## src/rtl/data_mem_arbiter.sv

```systemverilog
// Round-robin two-requester front end for the single-port data memory.
// One request is in flight at a time. It is accepted in IDLE, accesses memory in ISSUE, and responds in RESP.
module data_mem_arbiter #(
  parameter int ADDR_W = 7,
  parameter int DATA_W = 32
) (
  input  logic              clk,
  input  logic              reset,
  input  logic              a_valid,
  output logic              a_ready,
  input  logic              a_write,
  input  logic [ADDR_W-1:0] a_addr,
  input  logic [DATA_W-1:0] a_wdata,
  output logic              a_rsp_valid,
  output logic [DATA_W-1:0] a_rsp_rdata,
  input  logic              b_valid,
  output logic              b_ready,
  input  logic              b_write,
  input  logic [ADDR_W-1:0] b_addr,
  input  logic [DATA_W-1:0] b_wdata,
  output logic              b_rsp_valid,
  output logic [DATA_W-1:0] b_rsp_rdata,
  output logic [ADDR_W-1:0] mem_address,
  output logic [DATA_W-1:0] mem_writedata,
  output logic              mem_memwrite,
  output logic              mem_memread,
  input  logic [DATA_W-1:0] mem_readdata
);

  typedef enum logic [1:0] {IDLE, ISSUE, RESP} state_t;

  state_t r_state;
  state_t w_stateNext;

  logic r_lastGrantB;
  logic r_gntB;
  logic r_write;

  logic              w_grantA;
  logic              w_grantB;
  logic              w_accept;
  logic              w_selWrite;
  logic [ADDR_W-1:0] w_selAddr;
  logic [DATA_W-1:0] w_selWdata;

  always_ff @(posedge clk) begin
    if (reset) begin
      r_state <= IDLE;
    end else begin
      r_state <= w_stateNext;
    end
  end

  // On a tie, the requester that did not win last time gets the grant.
  always_comb begin
    w_stateNext = r_state;
    w_grantA    = 1'b0;
    w_grantB    = 1'b0;
    case (r_state)
      IDLE: begin
        if (a_valid && (!b_valid || r_lastGrantB)) begin
          w_grantA = 1'b1;
        end else if (b_valid) begin
          w_grantB = 1'b1;
        end
        if (w_grantA || w_grantB) begin
          w_stateNext = ISSUE;
        end
      end
      ISSUE:   w_stateNext = RESP;
      RESP:    w_stateNext = IDLE;
      default: w_stateNext = IDLE;
    endcase
  end

  assign a_ready    = w_grantA;
  assign b_ready    = w_grantB;
  assign w_accept   = w_grantA | w_grantB;
  assign w_selWrite = w_grantB ? b_write : a_write;
  assign w_selAddr  = w_grantB ? b_addr  : a_addr;
  assign w_selWdata = w_grantB ? b_wdata : a_wdata;

  // Memory controls are loaded at the accept edge, so they are stable for the whole ISSUE cycle.
  always_ff @(posedge clk) begin
    if (reset) begin
      r_lastGrantB  <= 1'b1;
      r_gntB        <= 1'b0;
      r_write       <= 1'b0;
      mem_address   <= '0;
      mem_writedata <= '0;
      mem_memwrite  <= 1'b0;
      mem_memread   <= 1'b0;
      a_rsp_valid   <= 1'b0;
      b_rsp_valid   <= 1'b0;
      a_rsp_rdata   <= '0;
      b_rsp_rdata   <= '0;
    end else begin
      a_rsp_valid <= 1'b0;
      b_rsp_valid <= 1'b0;
      case (r_state)
        IDLE: begin
          if (w_accept) begin
            r_gntB        <= w_grantB;
            r_lastGrantB  <= w_grantB;
            r_write       <= w_selWrite;
            mem_address   <= w_selAddr;
            mem_writedata <= w_selWdata;
            mem_memwrite  <= w_selWrite;
            mem_memread   <= ~w_selWrite;
          end
        end
        ISSUE: begin
          mem_memwrite <= 1'b0;
          mem_memread  <= 1'b0;
          if (r_gntB) begin
            b_rsp_valid <= 1'b1;
            if (!r_write) begin
              b_rsp_rdata <= mem_readdata;
            end
          end else begin
            a_rsp_valid <= 1'b1;
            if (!r_write) begin
              a_rsp_rdata <= mem_readdata;
            end
          end
        end
        default: begin
        end
      endcase
    end
  end

endmodule

```

## config.mk

```make
export PLATFORM = sky130hd
export DESIGN_NAME = data_mem_arbiter
export DESIGN_NICKNAME = d
export VERILOG_FILES = /design/src/rtl/data_mem_arbiter.sv
export SDC_FILE = /design/constraint.sdc
export NUM_CORES = 1
export LEC_CHECK = 0
export BUFFER_PORTS_ARGS = -buffer_cell sky130_fd_sc_hd__buf_2
export CORE_MARGIN = 2
export CORE_UTILIZATION = 50
export CTS_CLUSTER_DIAMETER = 100
export DETAILED_ROUTE_END_ITERATION = 10
export PLACE_DENSITY = 0.85
export SLEW_MARGIN = 20
export SYNTH_ARGS = -nofsm -noshare
export SYNTH_HDL_FRONTEND = slang
export SYNTH_SLANG_ARGS = --single-unit
```

## constraint.sdc

```tcl
create_clock -name clk -period 3.4 [get_ports clk]
set_clock_uncertainty 0.05 [all_clocks]
set_input_delay 0.17 -clock clk [delete_from_list [all_inputs] [get_ports clk]]
set_output_delay 0.17 -clock clk [all_outputs]
set_load 0.005 [all_outputs]
```

## Word-level counts from Yosys, hierarchy flattened

Cells that the tools add are included.

- Flip-flop bits (word level): 112
- Latch bits: 0
- Memory bits (writable): 0
- ROM bits: 0
- Input bits: 116
- Output and inout port bits: 109
- Logic and storage cells: 49
- Memories kept: 0

- Add/sub/neg operators: 0
- $mul: 0
- Divide/modulo/power cells: 0
- Order comparisons: 0
- Eq/ne operators: 3
- Shifts and indexed selects: 0
- Mux-type cells: 18
- Bitwise gates (word level): 5
- Reduce and logical (&&, ||, !) cells: 11

Operator list:

| operator | number |
|---|---|
| $mux 32 | 1 |
| $mux 1 | 12 |
| $mux 7 | 1 |
| $reduce_and 3->1 | 2 |
| $ne 2x2->1 const B | 2 |
| $not 1->1 | 4 |
| $pmux 1 s2 | 2 |
| $pmux 2 s2 | 1 |
| $reduce_and 2->1 | 2 |
| $eq 2x1->1 const B | 1 |
| $logic_not 2->1 | 1 |
| $logic_or 1x1->1 | 2 |
| $mux 2 | 1 |
| $reduce_bool 2->1 | 1 |
| $reduce_or 2->1 | 1 |
| $logic_and 1x1->1 | 1 |
| $logic_not 1->1 | 1 |
| $or 1x1->1 | 1 |

## Logic depth before layout (Yosys ltp)

- Word-level depth: 10
- Mapped depth: 5
- Depth with buffers taken out: 4

## Worst setup path before layout

OpenSTA, ideal clock, no wires.

- Kind: reg2reg
- From: register r_state[1]
- To: register mem_memread
- Setup time: 0.116 ns
- Arrival: 1.293 ns
- Data required time: 3.234 ns
- Slack: 1.940 ns
- Stages on the path, launching flop included: 6
- Path buffers: 2
- Period minus slack after synthesis: 1.460 ns
- Path through: dfxtp_1 -> or2_1 -> buf_4 -> buf_6 -> o2111a_1 -> a41o_1

- Cells in the longest elaborated chain, start to end: 6
- Elaborated cells on any way between the ends: 12
- Those cells by class: eq/ne (2); mux (5); bitwise (2); reduce/logical (3)

RTL lines:

| item | line | text |
|---|---|---|
| start: declaration | 32 | `state_t r_state;` |
| start signal: assignment | 50 | `r_state <= w_stateNext;` |
| $logic_not 2->1 | 59, 100 |  |
| $mux 1 | 59 | `case (r_state)` |
| $mux 1 | 79 | `assign w_selWrite = w_grantB ? b_write : a_write;` |
| $not 1->1 | 109 | `mem_memread <= ~w_selWrite;` |
| $mux 1 | 102 | `if (w_accept) begin` |
| $pmux 1 s2 | 100 | `case (r_state)` |
| end signal: assignment | 109 |  |
| end: declaration | 26 | `output logic mem_memread,` |

Parallel ways exist; a longest one is shown, timed or not. The select of a mux whose other input is x is not followed.
A chain may end at the register's enable or synchronous reset.

## Worst setup path in the final report

- From: register r_state[1]
- To: output b_ready

- Cells in the longest elaborated chain, start to end: 2

RTL lines:

| item | line | text |
|---|---|---|
| $logic_not 2->1 | 59 |  |
| $mux 1 | 59 |  |
| end: declaration | 17 | `output logic b_ready,` |

Every way passes these cells.

==> results by group <==
Die
  – Initial Util: 51.5%
  – Number of I/O pins: 225
  – Die H: 102 um
  – Site Rows: 35
  – Die area: 10,300 um2
  – Core area: 9240 um2
  – Die W: 102 um

Synth
  – Register area share after synthesis: 47.1%
  – Synth warn: 0
  – Top post-synthesis cells by count: 131 x nand2_1, 112 x dfxtp_1, 106 x a21oi_1
  – Post-synth top area share: 47.1%
  – Area leader, netlist: dfxtp_1
  – Flip-flop and latch count after synthesis: 112
  – Synth area leaders: dfxtp_1 47%, a2111oi_2 12%, a21oi_1 11%
  – Post-synthesis instance area: 4760 um2
  – Top FF cell, synth: dfxtp_1
  – Post-Syn Nets: 669
  – Count leader, synth: nand2_1
  – Synth cell types: 30
  – Async set-or-reset flop fraction in the synthesized netlist: 0%
  – EDFF count, synth: 0
  – Syn avg cell area: 8.60 um2
  – Cell count after synthesis: 553

Pwr
  – Switching part of the total: 29.8%
  – Clk network pwr share: 27.9%
  – Switching power: 860 uW
  – Leakage power: 0.00269 uW
  – Cell-internal power: 2030 uW
  – Reg power frac: 50.7%
  – Part of the power in combinational logic: 21.4%
  – Max VDD drop: 0.258 mV
  – Pwr per Cell Area: 458 nW/um2

Drt
  – Drt wl/cell: 15.9 um
  – Via count: 5,007
  – DRT iter0 DRCs: 148
  – Drt pass-1 iters: 5
  – ANT nets after route: 0
  – Total Routed Length: 14,400 um
  – DRC: 0
  – DR vias/cell: 5.54

Global routing
  – First-pass GRT wire length: 22,200 um
  – Initial antenna violation count: 0
  – Vias in the first global route: 4,743
  – Tot GR Track Use: 26.6%
  – Total gr overflow: 0
  – Largest net degree at the start of global routing: 70

Worst setup path
  – CP top delay family: buffers and inverters
  – CP endpoint kind: output pin
  – Critical setup path kind: flip-flop to output pin
  – Cell Chain, Critical Path: nor2_4 -> nand3_2 -> buf_4 -> inv_1 -> buf_2
  – Setup crit start kind: flip-flop
  – Crit-path max cell delay: 0.56 ns
  – Critical Path Fanout Max: 41
  – Worst path arrival time: 1.94 ns
  – CP Buf/Inv Count: 3
  – Worst path required time: 3.18 ns
  – CP max stage cell: buf_4

Clocking
  – Clk root buf: clkbuf_8
  – Max H-tree Level: 3
  – CTS max path bufs: 2
  – Clk slew on worst S/H paths: 0.11 ns
  – Inserted Clock Buffers: 9
  – Post-CTS setup buffers: 0
  – Clock latency on the worst-skew pair: 0.35 ns
  – TritonCTS clock tree: done
  – CTS sink count: 112

Timing
  – Fmax: 463 MHz
  – Worst Max-Slew Pin Slew: 1.02 ns
  – Sum Neg Setup Slack: 0 ns
  – Final hold vios: 0
  – Final period utilization: 63.5%
  – RSZ-0062 raised after global routing: false
  – # setup viols final: 0
  – Relative slew margins: 32.0%
  – Final Critical Period: 2.16 ns
  – Fin. max-slew vios: 0

Final layout
  – Cell area after layout: 6300 um2
  – Layout net count: 885
  – Syn-to-layout area delta: 32.5%
  – Share of layout cells above drive strength 1: 37.8%
  – Fill cell count: 728

Place
  – GPL Wtd Cong: 0.777
  – Post-DP HPWL: 9350 um
  – IO buf count: 224
  – Cell area after placement: 5810 um2

Run
  – Maxcap violations: 0

Hold path
  – Hold Path Class: input port to flip-flop

Run status
  – Run status: completed
==> layer usage <==
metal  vias up  global-route usage, %  share of wire [%]  wire, um
met5         -                      0                  0         0
met4         0                   10.3                2.4       342
li1       2381                      -                  -         -
met3        28                   5.80                7.5      1080
met2       238                   47.8                 52      7410
met1      2360                   30.8                 39      5530
==> registers in the layout (all words and copies together) (netlist names) <==
| signal | cells |
|---|---|
| r_state | 2 |
| b_rsp_valid | 1 |
| mem_writedata | 32 |
| r_lastGrantB | 1 |
| mem_address | 7 |
| mem_memread | 1 |
| mem_memwrite | 1 |
| r_gntB | 1 |
| b_rsp_rdata | 32 |
| a_rsp_rdata | 32 |
| r_write | 1 |
| a_rsp_valid | 1 |
==> area by class of cell <==
| cell class | instances | area, um2 | share of cell area, % |
|---|---|---|---|
| Antenna cell | 1 | 2.50 | 0.0397 |
| Clock buffer | 9 | 124 | 1.97 |
| Clock inverter | 6 | 75.1 | 1.19 |
| Inverter | 4 | 15.0 | 0.238 |
| Multi-Input combinational cell | 380 | 2200 | 34.9 |
| Sequential cell | 112 | 2240 | 35.6 |
| Tap cell | 129 | 161 | 2.56 |
| Timing Repair Buffer | 262 | 1480 | 23.5 |
==> cells by family after synthesis <==
| group | after synthesis | share of synthesized area (%) |
|---|---|---|
| AND/OR/NAND/NOR | 226 | 21.1 |
| flip-flops | 112 | 47.1 |
| AO/OA/AOI/OAI | 154 | 24.9 |
| buffers and inverters | 61 | 6.92 |
==> worst reg2reg max path: stages (launching register included) <==
cell and delay [ns]:
dfxtp_1 0.49, or4b_1 0.94, nand2_1 0.24, a21oi_1 0.09
==> path summary, 6_finish.rpt <==
check                                       from  slack (ns)  cells past startpoint               to
worst max-delay path                  r_state[1]        1.24                      5          b_ready
worst min-delay path            mem_readdata[19]        0.02                      3  a_rsp_rdata[19]
worst max register to register        r_state[0]        1.45                      3  a_rsp_rdata[28]
worst min register to register    b_rsp_rdata[6]        0.41                      2   b_rsp_rdata[6]
==> metrics by stage <==
stage          hold WS, ns  utilization [%]  std cells  setup WS (ns)  total power (uW)
3_5_place_dp         0.377             62.9        858           1.44              2080
5_1_grt            0.00135             68.2        902           1.11              3030
2_1_floorplan        0.256                -        553           1.94              1860
3_3_place_gp         0.374             62.9        858           1.49              2060
6_report            0.0199             68.2        903           1.24              2890
4_1_cts           0.000822             68.2        902           1.22              2910
==> placed cells by master, fill, tap and decap left out <==
| cell | netlist | routed |
|---|---|---|
| buf_2 | 23 | 223 |
| nand2_1 | 131 | 131 |
| dfxtp_1 | 112 | 112 |
| a21oi_1 | 106 | 106 |
| nor3_1 | 79 | 79 |
| a2111oi_2 | 38 | 38 |
| dlygate4sd3_1 | 0 | 29 |
| buf_4 | 2 | 10 |
| clkbuf_8 | 0 | 9 |
| inv_1 | 4 | 4 |
| nor2_1 | 5 | 4 |
| o21ai_0 | 2 | 2 |
| a211o_1 | 2 | 2 |
| a311oi_1 | 2 | 2 |
| inv_6 | 0 | 2 |
| diode_2 | 0 | 1 |
| nor2_4 | 1 | 1 |
| nand3_2 | 0 | 1 |
| or2_2 | 1 | 1 |
| and4bb_2 | 1 | 1 |
| nand4bb_1 | 1 | 1 |
| nor4b_4 | 0 | 1 |
| or4b_1 | 1 | 1 |
| or2_1 | 1 | 1 |
| nor2_2 | 0 | 1 |
| nand2b_1 | 1 | 1 |
| and2_1 | 1 | 1 |
| a2111oi_1 | 1 | 1 |
| o21ai_1 | 1 | 1 |
| nand4_1 | 1 | 1 |
| o2111a_1 | 1 | 1 |
| a41o_1 | 1 | 1 |
| clkinvlp_4 | 0 | 1 |
| inv_8 | 0 | 1 |
| bufinv_16 | 0 | 1 |
| clkinv_4 | 0 | 1 |
==> timing repair <==
item                       in CTS  in global routing
hold endpoints to repair       42                  0
hold buffers                   29                  0
gates resized for setup         0                  0
setup endpoints to repair       0                  0
==> power groups by stage <==
stage	clock network, uW	logic (uW)	registers [uW]
floorplan	0	369	1490
global placement	0	568	1490
detailed placement	0	589	1490
CTS	828	615	1460
global route	879	672	1470
finish	806	618	1460
(Power assumes the default switching activity.)
